### config.mk
export PLATFORM = sky130hd
export DESIGN_NAME = control_sequencer
export DESIGN_NICKNAME = d
export VERILOG_FILES = /design/src/rtl/control_sequencer.sv
export SDC_FILE = /design/constraint.sdc
export NUM_CORES = 1
export LEC_CHECK = 0
export ABC_CLOCK_PERIOD_IN_PS = 2000
export BUFFER_PORTS_ARGS = -buffer_cell sky130_fd_sc_hd__buf_2
export CAP_MARGIN = 20
export CORE_MARGIN = 2
export CORE_UTILIZATION = 44
export DETAILED_ROUTE_END_ITERATION = 10
export HOLD_SLACK_MARGIN = 0.1
export PLACE_DENSITY_LB_ADDON = 0.1
export SYNTH_ARGS = -nofsm -noshare
export SYNTH_HDL_FRONTEND = slang
export SYNTH_SLANG_ARGS = --single-unit
### constraint.sdc
create_clock -name clock -period 2 [get_ports clock]
set_input_delay 0.3 -clock clock [delete_from_list [all_inputs] [get_ports clock]]
set_output_delay 0.3 -clock clock [all_outputs]
set_load 0.03 [all_outputs]
### src/rtl/control_sequencer.sv
// Microcoded control sequencer for the 4-bit-address bus CPU: T-state counter plus opcode/flag strobe decode.
// Latency: strobes are combinational from the current step; step/halt state updates on the rising clock edge.
// Backpressure: run=0 freezes the step counter and zeroes all strobes; optional CTRL_EARLY_FETCH_EN ends instructions at their last active step.
module control_sequencer #(
    parameter int T_MAX    = 5,
    parameter int OPCODE_W = 4
) (
    input  logic                clock,
    input  logic                clear,
    input  logic                run,
    input  logic [OPCODE_W-1:0] opcode,
    input  logic                carry_flag,
    input  logic                zero_flag,
    output logic [2:0]          t_state,
    output logic                pc_out,
    output logic                pc_inc,
    output logic                jmp,
    output logic                mar_in,
    output logic                ram_in,
    output logic                ram_out,
    output logic                ir_in,
    output logic                ir_out,
    output logic                a_in,
    output logic                a_out,
    output logic                b_in,
    output logic                alu_out,
    output logic                sub,
    output logic                flags_in,
    output logic                out_in,
    output logic                halted
);

    localparam logic [2:0] T_LAST = 3'(T_MAX);

    localparam logic [OPCODE_W-1:0] OP_LDA = OPCODE_W'(1);
    localparam logic [OPCODE_W-1:0] OP_ADD = OPCODE_W'(2);
    localparam logic [OPCODE_W-1:0] OP_SUB = OPCODE_W'(3);
    localparam logic [OPCODE_W-1:0] OP_STA = OPCODE_W'(4);
    localparam logic [OPCODE_W-1:0] OP_LDI = OPCODE_W'(5);
    localparam logic [OPCODE_W-1:0] OP_JMP = OPCODE_W'(6);
    localparam logic [OPCODE_W-1:0] OP_JC  = OPCODE_W'(7);
    localparam logic [OPCODE_W-1:0] OP_JZ  = OPCODE_W'(8);
    localparam logic [OPCODE_W-1:0] OP_OUT = OPCODE_W'(14);
    localparam logic [OPCODE_W-1:0] OP_HLT = OPCODE_W'(15);

    logic [2:0] t, t_nxt;
    logic       halted_r, halted_nxt;
    logic       instr_done;
    logic       active;

`ifdef CTRL_EARLY_FETCH_EN
    logic [2:0] last_step;

    // HLT keeps the full-length step sequence; it freezes on its own anyway.
    always_comb begin
        last_step = 3'd2;
        case (opcode)
            OP_LDA, OP_STA: last_step = 3'd3;
            OP_ADD, OP_SUB: last_step = 3'd4;
            OP_HLT:         last_step = T_LAST;
            default:        last_step = 3'd2;
        endcase
    end

    assign instr_done = (t == last_step);
`else
    assign instr_done = 1'b0;
`endif

    always_ff @(posedge clock) begin
        if (clear) begin
            t        <= 3'd0;
            halted_r <= 1'b0;
        end else begin
            t        <= t_nxt;
            halted_r <= halted_nxt;
        end
    end

    always_comb begin
        t_nxt      = t;
        halted_nxt = halted_r;
        if (run && !halted_r) begin
            t_nxt = (t == T_LAST || instr_done) ? 3'd0 : t + 3'd1;
            if (t == 3'd2 && opcode == OP_HLT)
                halted_nxt = 1'b1;
        end
    end

    assign active  = run && !halted_r && !clear;
    assign t_state = clear ? 3'd0 : t;
    assign halted  = halted_r && !clear;

    always_comb begin
        pc_out   = 1'b0;
        pc_inc   = 1'b0;
        jmp      = 1'b0;
        mar_in   = 1'b0;
        ram_in   = 1'b0;
        ram_out  = 1'b0;
        ir_in    = 1'b0;
        ir_out   = 1'b0;
        a_in     = 1'b0;
        a_out    = 1'b0;
        b_in     = 1'b0;
        alu_out  = 1'b0;
        sub      = 1'b0;
        flags_in = 1'b0;
        out_in   = 1'b0;
        if (active) begin
            case (t)
                3'd0: begin
                    pc_out = 1'b1;
                    mar_in = 1'b1;
                end
                3'd1: begin
                    ram_out = 1'b1;
                    ir_in   = 1'b1;
                    pc_inc  = 1'b1;
                end
                3'd2: begin
                    case (opcode)
                        OP_LDA, OP_ADD, OP_SUB, OP_STA: begin
                            ir_out = 1'b1;
                            mar_in = 1'b1;
                        end
                        OP_LDI: begin
                            ir_out = 1'b1;
                            a_in   = 1'b1;
                        end
                        OP_JMP: begin
                            ir_out = 1'b1;
                            jmp    = 1'b1;
                        end
                        OP_JC: begin
                            ir_out = carry_flag;
                            jmp    = carry_flag;
                        end
                        OP_JZ: begin
                            ir_out = zero_flag;
                            jmp    = zero_flag;
                        end
                        OP_OUT: begin
                            a_out  = 1'b1;
                            out_in = 1'b1;
                        end
                        default: ;
                    endcase
                end
                3'd3: begin
                    case (opcode)
                        OP_LDA: begin
                            ram_out = 1'b1;
                            a_in    = 1'b1;
                        end
                        OP_ADD, OP_SUB: begin
                            ram_out = 1'b1;
                            b_in    = 1'b1;
                        end
                        OP_STA: begin
                            a_out  = 1'b1;
                            ram_in = 1'b1;
                        end
                        default: ;
                    endcase
                end
                3'd4: begin
                    if (opcode == OP_ADD || opcode == OP_SUB) begin
                        alu_out  = 1'b1;
                        a_in     = 1'b1;
                        flags_in = 1'b1;
                        sub      = (opcode == OP_SUB);
                    end
                end
                default: ;
            endcase
        end
    end

endmodule

==> impl_metrics.tcl <==
set metrics [dict create \
    setup_viol_count_final 0 \
    cp_num_buf_inv 2 \
    cp.depth 6 \
    initial_core_util_pct 46.5 \
    antenna_left 0 \
    path_cells "inv_1, ha_1, nor2b_1, o211ai_1, a221oi_2, buf_4" \
    fin_nets 114 \
    clock.fmax_mhz 532 \
    diodes 0 \
    relSlewSlack_pct 77.1 \
    powerDensity_nw_per_um2 406 \
    grt_start_max_net_pins 15 \
    synth-async-reset-ratio_pct 0 \
    p_leak_nw 0.327 \
    crit_path_start "t[2]$_SDFFE_PP0P_" \
    die_w_um 40.6 \
    ff2ff_path_depth 4 \
    yosysWarnings 0 \
    status "finished, final reports clean" \
    drt_iter0_markers 17 \
    grt_first_pass_wirelength_mm 2.26 \
    fin_setup_tns_ns 0 \
    rsz0062_at_grt "false" \
    fp.dieArea_um2 1650 \
    path_max_fanout 9 \
    syn-cell-area_um2 591 \
    slew_viol_final 0 \
    synth-adder-area-share_pct 2.12 \
    critPathKind "reg -> out" \
    max_stage_delay_ns 0.36 \
    hold_viol_final 0 \
    final_util_pct 57.6 \
    synth_top_family_by_area "simple AND/OR/NAND/NOR gates" \
    synth.distinct_cells 41 \
    antenna_found_initial 0 \
    synth_edf_count 0 \
    die_y_um 40.6 \
    tightest_slew_ns 0.343 \
    num_vias 659 \
    track_usage_pct 20.1 \
    cp-end-kind "primary output" \
    fill_cells 128 \
    h-tree-depth 1 \
    viasPerCell 5.63 \
    critPathCapture "a_in" \
    yosys.area_share.simple_pct 47.7 \
    root_buffer "clkbuf_4" \
    synth_xor_area_share_pct 1.48 \
    cts_tree "done" \
    cts_buffer_depth 2 \
    maxCapViolCount 0 \
    fin_crit_ns 1.88 \
    synthMuxAreaShare_pct 0 \
    synth_compound_area_share_pct 21.6 \
    cts_sinks 4 \
    numCtsBuffers 3 \
    clk_pin_slew_ns 0.04 \
    syn_inst 80 \
    slowest_stage "dfxtp_2" \
    syn_area_per_cell_um2 7.38 \
    clk_latency_ns 0.23 \
    r2r-end "t[2]$_SDFFE_PP0P_" \
    postCtsSetupBuffers 0 \
    cts_resized 0 \
    wl_per_cell_um 12.1 \
    synth_ff_type "dfxtp_1" \
    drt-pass1-iter-count 4 \
    min_path_type "in -> reg" \
    core_um2 1270 \
    cp_top_family "compound AO/OA/AOI/OAI gates" \
    skew_ns 0.00367 \
    hold_buffers 0 \
    io_buffers 27 \
    ff2ff_setup_slack_ns 0.73 \
    power.total_mw 0.297 \
    grt_overflow 0 \
    num_io_pins 28 \
    area_growth_pct 23.7 \
    r2r_start "t[2]$_SDFFE_PP0P_" \
    critPathRequiredTime_ns 1.70 \
    syn-num-nets 90 \
    place_congestion 0.705 \
    ir_drop_v 0.000509 \
    dp_hpwl_mm 1.09 \
    routed_wl_mm 1.41 \
    row_count 13 \
    drc_errors 0 \
    drive_gt1_share_pct 44.1 \
    timing.final.crit_share_pct 93.9 \
    seq_area_frac_synth_pct 13.6 \
    cp.arrival_ns 1.58 \
    grt_pass1_vias 506 \
    startpoint_type "flip-flop" \
    ys_ff_latch 4 \
]
==> registers in the layout, summed over array words and instances, names as in the netlist <==
name	cells
halted_r	1
t	3
==> final cells by class <==
| cell class | count | area [µm²] | share of cell area (%) |
|---|---|---|---|
| multi-input combinational | 61 | 437 | 59.8 |
| inverter | 5 | 18.8 | 2.57 |
| sequential | 4 | 81.3 | 11.1 |
| timing repair buffer | 29 | 153 | 20.9 |
| tap | 15 | 18.8 | 2.57 |
| clock buffer | 3 | 22.5 | 3.08 |
==> Yosys cell counts (2+ instances only) <==
master     n  area share (%)
and2b_2    2             3.0
or3_1      2             2.1
inv_1      5             3.2
a21oi_1    3             2.5
nor4_1     3             3.2
o21ai_0    2             1.7
and2_1     2             2.1
nor3b_1    2             2.5
clkbuf_1   2             1.3
buf_2      4             3.4
buf_4      3             3.8
nand4_1    4             4.2
nor2_1    10             6.4
a31oi_1    2             2.1
nor2b_1    4             4.2
nand2_1    2             1.3
dfxtp_1    4              14
==> power breakdown <==
part | leakage (nW) | internal [mW] | total (mW) | switching [mW]
sequential | 0.0331 | 0.0843 | 0.0866 | 0.00225
clock | 0.0138 | 0.0670 | 0.0982 | 0.0312
combinational | 0.280 | 0.0398 | 0.112 | 0.0723
total | 0.327 | 0.191 | 0.297 | 0.106
==> through the flow <==
stage | cells | worst slack, ns | hold slack (ns) | instance area, µm²
2_1_floorplan | 80 | 0.0399 | 0.491 | 597
3_3_place_gp | 114 | 0.271 | 0.559 | 704
3_5_place_dp | 114 | 0.258 | 0.572 | 704
4_1_cts | 117 | 0.0268 | 0.368 | 727
5_1_grt | 117 | 0.00752 | 0.390 | 731
6_report | 117 | 0.121 | 0.369 | 731
==> worst min-delay path by stage <==
stage | start | to | slack, ns | depth (start not counted)
floorplan | clear | t[2]$_SDFFE_PP0P_ | 0.49 | 2
global placement | t[2]$_SDFFE_PP0P_ | t[2]$_SDFFE_PP0P_ | 0.56 | 2
detailed placement | t[2]$_SDFFE_PP0P_ | t[2]$_SDFFE_PP0P_ | 0.57 | 2
CTS | clear | t[0]$_SDFFE_PP0P_ | 0.37 | 2
global route | clear | t[2]$_SDFFE_PP0P_ | 0.39 | 2
finish | clear | t[2]$_SDFFE_PP0P_ | 0.37 | 2
==> layout by cell type, fill, tap and decap left out, types with 2 or more instances in the layout <==
cell type  instances
a21oi_1            3
a31oi_1            2
and2_1             2
and2b_2            2
buf_2             26
buf_4              3
clkbuf_4           3
dfxtp_1            3
inv_1              5
nand2_1            2
nand4_1            4
nor2_1            10
nor2b_1            4
nor3b_1            2
nor4_1             2
nor4_2             2
o21ai_0            2
or3_1              2
==> metal layers <==
layer,GRT usage [%],share of wire (%)
met5,0,0
met4,0,0
met3,4.89,5.2
met2,31.3,44
met1,29.5,50
==> worst reg2reg max path, delay by kind of cell, from the launching register on <==
kind / cells / cell delay [ns]
AO/OA/AOI/OAI: 2 / 0.43
adder cells (fa/ha/maj): 1 / 0.29
flip-flops: 1 / 0.40
buffers and inverters: 1 / 0.08
==> logic make-up after synthesis <==
group                    Yosys count
adder cells (fa/ha/maj)            1
XOR/XNOR                           1
AO/OA/AOI/OAI                     16
AND/OR/NAND/NOR                   43
flip-flops                         4
buffers and inverters             15
Note: power is estimated with default switching activity, not from simulation.
